--- src/rtl/pipeline_ctrl.sv ---
// Pipeline sequencer: turns stall/flush/redirect requests into per-stage load enables, bubble bits and perf counters.
// Enables are combinational from the current inputs; valids and counters update on the next rising edge.
module pipeline_ctrl #(
    parameter int CNT_W = 32
) (
    input  logic             i_clk,
    input  logic             i_rst_n,
    input  logic             i_hz_pc_stall,
    input  logic             i_hz_if_id_stall,
    input  logic             i_hz_id_ex_flush,
    input  logic             i_if_valid,
    input  logic             i_branch_taken,
    input  logic             i_trap_req,
    input  logic             i_ex_busy,
    input  logic             i_mem_wait,
    output logic             o_pc_en,
    output logic             o_if_id_en,
    output logic             o_id_ex_en,
    output logic             o_ex_mem_en,
    output logic             o_mem_wb_en,
    output logic             o_if_id_valid,
    output logic             o_id_ex_valid,
    output logic             o_ex_mem_valid,
    output logic             o_mem_wb_valid,
    output logic             o_retire,
    output logic [CNT_W-1:0] o_stall_cycles,
    output logic [CNT_W-1:0] o_flush_count,
    output logic [CNT_W-1:0] o_retired_count
);

    typedef enum logic [2:0] {
        M_NORMAL,
        M_LOADUSE,
        M_BRANCH,
        M_EXBUSY,
        M_TRAP,
        M_MEMWAIT
    } mode_t;

    mode_t            w_mode;
    logic             w_load_use;
    logic             w_flush;
    logic             w_pc_en;
    logic             w_if_id_en;
    logic             w_id_ex_en;
    logic             w_ex_mem_en;
    logic             w_mem_wb_en;
    logic             w_v1_nxt;
    logic             w_v2_nxt;
    logic             w_v3_nxt;
    logic             w_v4_nxt;
    logic             r_v1;
    logic             r_v2;
    logic             r_v3;
    logic             r_v4;
    logic [CNT_W-1:0] r_stall_cycles;
    logic [CNT_W-1:0] r_flush_count;
    logic [CNT_W-1:0] r_retired_count;

    assign w_load_use = i_hz_pc_stall | i_hz_if_id_stall | i_hz_id_ex_flush;

    // Memory wait outranks everything: the redirect sources hold their request until it is honoured.
    always_comb begin
        w_mode = M_NORMAL;
        if (i_mem_wait) begin
            w_mode = M_MEMWAIT;
        end else if (i_trap_req) begin
            w_mode = M_TRAP;
        end else if (i_ex_busy) begin
            w_mode = M_EXBUSY;
        end else if (i_branch_taken) begin
            w_mode = M_BRANCH;
        end else if (w_load_use) begin
            w_mode = M_LOADUSE;
        end
    end

    always_comb begin
        w_pc_en     = 1'b1;
        w_if_id_en  = 1'b1;
        w_id_ex_en  = 1'b1;
        w_ex_mem_en = 1'b1;
        w_mem_wb_en = 1'b1;
        w_v1_nxt    = r_v1;
        w_v2_nxt    = r_v2;
        w_v3_nxt    = r_v3;
        w_v4_nxt    = r_v4;
        case (w_mode)
            M_MEMWAIT: begin
                w_pc_en     = 1'b0;
                w_if_id_en  = 1'b0;
                w_id_ex_en  = 1'b0;
                w_ex_mem_en = 1'b0;
                w_v4_nxt    = 1'b0;
            end
            M_TRAP: begin
                w_v1_nxt = 1'b0;
                w_v2_nxt = 1'b0;
                w_v3_nxt = 1'b0;
                w_v4_nxt = r_v3;
            end
            M_EXBUSY: begin
                w_pc_en    = 1'b0;
                w_if_id_en = 1'b0;
                w_id_ex_en = 1'b0;
                w_v3_nxt   = 1'b0;
                w_v4_nxt   = r_v3;
            end
            M_BRANCH: begin
                w_v1_nxt = 1'b0;
                w_v2_nxt = 1'b0;
                w_v3_nxt = r_v2;
                w_v4_nxt = r_v3;
            end
            M_LOADUSE: begin
                w_pc_en    = 1'b0;
                w_if_id_en = 1'b0;
                w_v2_nxt   = 1'b0;
                w_v3_nxt   = r_v2;
                w_v4_nxt   = r_v3;
            end
            default: begin
                w_v1_nxt = i_if_valid;
                w_v2_nxt = r_v1;
                w_v3_nxt = r_v2;
                w_v4_nxt = r_v3;
            end
        endcase
    end

    assign w_flush = (w_mode == M_TRAP) || (w_mode == M_BRANCH);

    function automatic logic [CNT_W-1:0] sat_inc(input logic [CNT_W-1:0] v, input logic inc);
        return (inc && (v != '1)) ? v + CNT_W'(1) : v;
    endfunction

    always_ff @(posedge i_clk) begin
        if (!i_rst_n) begin
            r_v1            <= 1'b0;
            r_v2            <= 1'b0;
            r_v3            <= 1'b0;
            r_v4            <= 1'b0;
            r_stall_cycles  <= '0;
            r_flush_count   <= '0;
            r_retired_count <= '0;
        end else begin
            r_v1            <= w_v1_nxt;
            r_v2            <= w_v2_nxt;
            r_v3            <= w_v3_nxt;
            r_v4            <= w_v4_nxt;
            r_stall_cycles  <= sat_inc(r_stall_cycles, !w_pc_en);
            r_flush_count   <= sat_inc(r_flush_count, w_flush);
            r_retired_count <= sat_inc(r_retired_count, r_v4);
        end
    end

    // Enables are held low while reset is asserted, independent of the request inputs.
    assign o_pc_en         = i_rst_n & w_pc_en;
    assign o_if_id_en      = i_rst_n & w_if_id_en;
    assign o_id_ex_en      = i_rst_n & w_id_ex_en;
    assign o_ex_mem_en     = i_rst_n & w_ex_mem_en;
    assign o_mem_wb_en     = i_rst_n & w_mem_wb_en;
    assign o_if_id_valid   = r_v1;
    assign o_id_ex_valid   = r_v2;
    assign o_ex_mem_valid  = r_v3;
    assign o_mem_wb_valid  = r_v4;
    assign o_retire        = r_v4;
    assign o_stall_cycles  = r_stall_cycles;
    assign o_flush_count   = r_flush_count;
    assign o_retired_count = r_retired_count;

endmodule

--- config.mk ---
export PLATFORM = sky130hd
export DESIGN_NAME = pipeline_ctrl
export DESIGN_NICKNAME = d
export VERILOG_FILES = /design/src/rtl/pipeline_ctrl.sv
export SDC_FILE = /design/constraint.sdc
export NUM_CORES = 1
export LEC_CHECK = 0
export CAP_MARGIN = 10
export CORE_UTILIZATION = 45
export CTS_CLUSTER_SIZE = 30
export DETAILED_ROUTE_END_ITERATION = 16
export PLACE_DENSITY = 0.84
export RECOVER_POWER = 25
export SETUP_SLACK_MARGIN = 0.1
export SLEW_MARGIN = 20
export SYNTH_ARGS = -nofsm -noshare
export SYNTH_HDL_FRONTEND = slang
export SYNTH_SLANG_ARGS = --single-unit
--- constraint.sdc ---
create_clock -name i_clk -period 2.9 [get_ports i_clk]
set_clock_uncertainty 0.1 [all_clocks]
set_input_delay 0.58 -clock i_clk [delete_from_list [all_inputs] [get_ports i_clk]]
set_output_delay 0.58 -clock i_clk [all_outputs]
set_load 0.02 [all_outputs]
==> key figures <==
Placement
  – PortBufs: around 120
  – Placed Area: between 0.006 and 0.007 mm^2
  – Placed cells: approximately 830
  – Gpl congestion: about 0.85
  – Dpl hpwl: slightly below 9000 um

Timing
  – Final Hold Viols: 0
  – Unrepaired setup endpoints after global routing: false
  – Fin crit share: 0.9354
  – Slew margin rel.: 0.3862
  – Finish-stage setup viols: 0
  – Tmin final: 2713 ps
  – Setup total negative slack: 0 ps
  – Fin. max-slew vios: 0
  – Slew @ Worst Pin: approximately 910 ps
  – Fmax: 0.3687 GHz
  – Final hold slack: 394.0 ps

Pwr
  – Pleak: 2.182 nW
  – Worst VDD drop: 0.0002751 V
  – Logic pwr share: 0.057
  – Clk pwr share: 0.347
  – Cell Pwr Density: 370.9 mW/mm^2
  – Sw Pwr: ~0.56 mW
  – Flop pwr share: 0.597
  – Sw Ratio: 0.2410
  – Int Pwr: about 1.8 mW

Route
  – Via count: 4,682
  – Wire per inst: 14.67 um
  – Total wire length: ~12,000 um
  – First-pass DRT Iterations: 6
  – # DRC: 0
  – Post-route ant nets: 0
  – Via-to-Cell Ratio: 5.554
  – Initial drt markers: 256

Worst setup path
  – Worst-path maximum fanout: 7
  – CP required: 2220 ps
  – CP arrival: roughly 2000 ps
  – Crit end category: output pin
  – Worst setup path class: in -> out
  – Type of origin of the critical path: input pin

Global route
  – Global-route wire length before repair: about 20,000 um
  – Largest net degree at the start of global routing: 42
  – Total grt overflow: 0
  – GRT Util Overall: 0.2238
  – Initial antenna violation count: 0
  – Vias in the first global route: 4,244

Cells and area
  – Final net count: a little over 700
  – Layout cells sized above 1: 0.06789
  – Diode count: 0
  – Post-Layout Cell Count: 843
  – Final Util: 0.6110
  – Area delta synth->final: 32.57%
  – Final instance area: 0.006280 mm^2

Floorplan
  – Core area: between 0.01 and 0.015 mm^2
  – Die ar.: between 0.01 and 0.015 mm^2
  – Die X: 104.6 um
  – Std cell rows: 37
  – Die Span Y: 104.6 um
  – I/O pins: between 100 and 150
  – Initial Util: 0.4609

Yosys
  – Synth Net Count: around 600
  – FFs w/ async S/R, synth: 0
  – Ys flop type: dfxtp_1
  – Yosys cell types: between 40 and 50
  – Synth Register Bits: 100
  – Post-synth EDFFs: 0
  – Mean Syn Cell Area: around 8.2 um^2
  – Sequential-to-total area share from yosys stat: 0.4226
  – Synth Instances: between 500 and 600
  – Synth Cell Area: between 0.004 and 0.005 mm^2
  – Ys Warns: 0

Clock network
  – Post-CTS resize count: 10
  – CTS tree: done
  – Post-CTS setup repair buffer count: 0
  – Hold buffers post-CTS: 0
  – # clock sinks: 100
  – Worst skew pair latency: about 360 ps
  – CTS H-tree lvls: 3
  – Clock-pin slew on the worst setup and hold paths: about 80 ps
  – Clock tree root driver cell: clkbuf_8
  – CTS Buf Count: 9
  – Clock tree buffer depth: 2

Status
  – Outcome: complete, no violations

Min path
  – HP Class: reg -> reg

Job
  – Max-cap violations: 0
-- critical path: stages --
cell             delay [ps]
clkdlybuf4s50_1         530
inv_2                   100
nor2_1                  180
clkdlybuf4s50_1         640
-- cell type report --
class                      count  area (um^2)
clock buffer                  12        145.1
clock inverter                 4        25.02
fill                         927         3998
inverter                      14        52.55
multi-input combinational    443         2603
sequential                   100         2002
tap                          136        170.2
timing repair buffer         134         1282
-- stage by stage --
step | worst slack, ps | power (mW)
CTS | 116.4 | 2.345
global placement | -318.2 | 1.550
global route | 124.0 | 2.404
finish | 187.4 | 2.329
floorplan | 396.1 | 1.486
detailed placement | -370.8 | 1.553
-- kinds of logic (layout without fill, tap and decap cells) --
family | count (synthesis) | in the layout | share of synthesized area
XOR/XNOR | 69 | 69 | 0.1276
AO/OA/AOI/OAI | 67 | 67 | 0.08875
multiplexers | 1 | 1 | 0.002113
adder cells (fa/ha/maj) | 3 | 3 | 0.007925
buffers and inverters | 32 | 164 | 0.02773
flip-flops | 100 | 100 | 0.4226
AND/OR/NAND/NOR | 303 | 303 | 0.3233
-- power by group through the flow --
| stage | Sequential (mW) | Clock [mW] | Combinational (mW) |
|---|---|---|---|
| 3_3_place_gp | 1.42 | 0 | 0.129 |
| 6_report | 1.39 | 0.807 | 0.132 |
| 5_1_grt | 1.39 | 0.869 | 0.143 |
| 2_1_floorplan | 1.43 | 0 | 0.0564 |
| 4_1_cts | 1.39 | 0.823 | 0.132 |
| 3_5_place_dp | 1.42 | 0 | 0.132 |
-- cell usage in the layout (no fill, tap or decap), drive strengths merged, types with 3 or more instances in the layout --
cell / n
dlygate4sd3: 33
buf: 20
and3: 14
xor2: 39
inv: 14
nand2: 48
a21oi: 23
clkdlybuf4s50: 79
nor2: 97
ha: 3
o21ai: 24
dfxtp: 100
or3: 19
nand3: 39
and4: 6
nor4: 7
a31oi: 5
nand4: 36
or4: 4
xnor2: 30
clkbuf: 13
nor3: 17
and2: 5
-- worst paths after layout --
kind / to / cells past startpoint / startpoint / slack (ps)
max: o_ex_mem_en / 4 / i_rst_n / 190
min: o_if_id_valid / 2 / o_if_id_valid / 390
min reg2reg: o_if_id_valid / 2 / o_if_id_valid / 390
max reg2reg: o_retired_count[29] / 5 / o_retired_count[13] / 290
-- per-layer routing --
metal  GRT usage  up-vias  part of all wire
li1            -     2253                 -
met3     0.02807       12             0.046
met1      0.2858     2265              0.45
met5           0        -                 0
met4     0.07545        0             0.012
met2      0.3893      152              0.49
-- state kept, by name (all words and copies together), names as in the netlist --
register and flops:
o_flush_count 32, o_stall_cycles 32, o_mem_wb_valid 1, o_retired_count 32, o_id_ex_valid 1, o_if_id_valid 1
o_ex_mem_valid 1
-- cell usage after synthesis (5+ instances only) --
master	number	area share
a21oi_1	23	0.024
a31oi_1	5	0.0066
and2_1	5	0.0066
and3_1	14	0.018
and4_1	5	0.0092
clkbuf_1	15	0.012
dfxtp_1	100	0.42
inv_1	14	0.011
nand2_1	48	0.038
nand3_1	39	0.041
nand4_1	35	0.046
nor2_1	97	0.077
nor3_1	16	0.017
nor4_1	6	0.0079
o21ai_0	24	0.025
or3_1	19	0.025
xnor2_1	30	0.055
xor2_1	39	0.072
(Power assumes the default switching activity.)
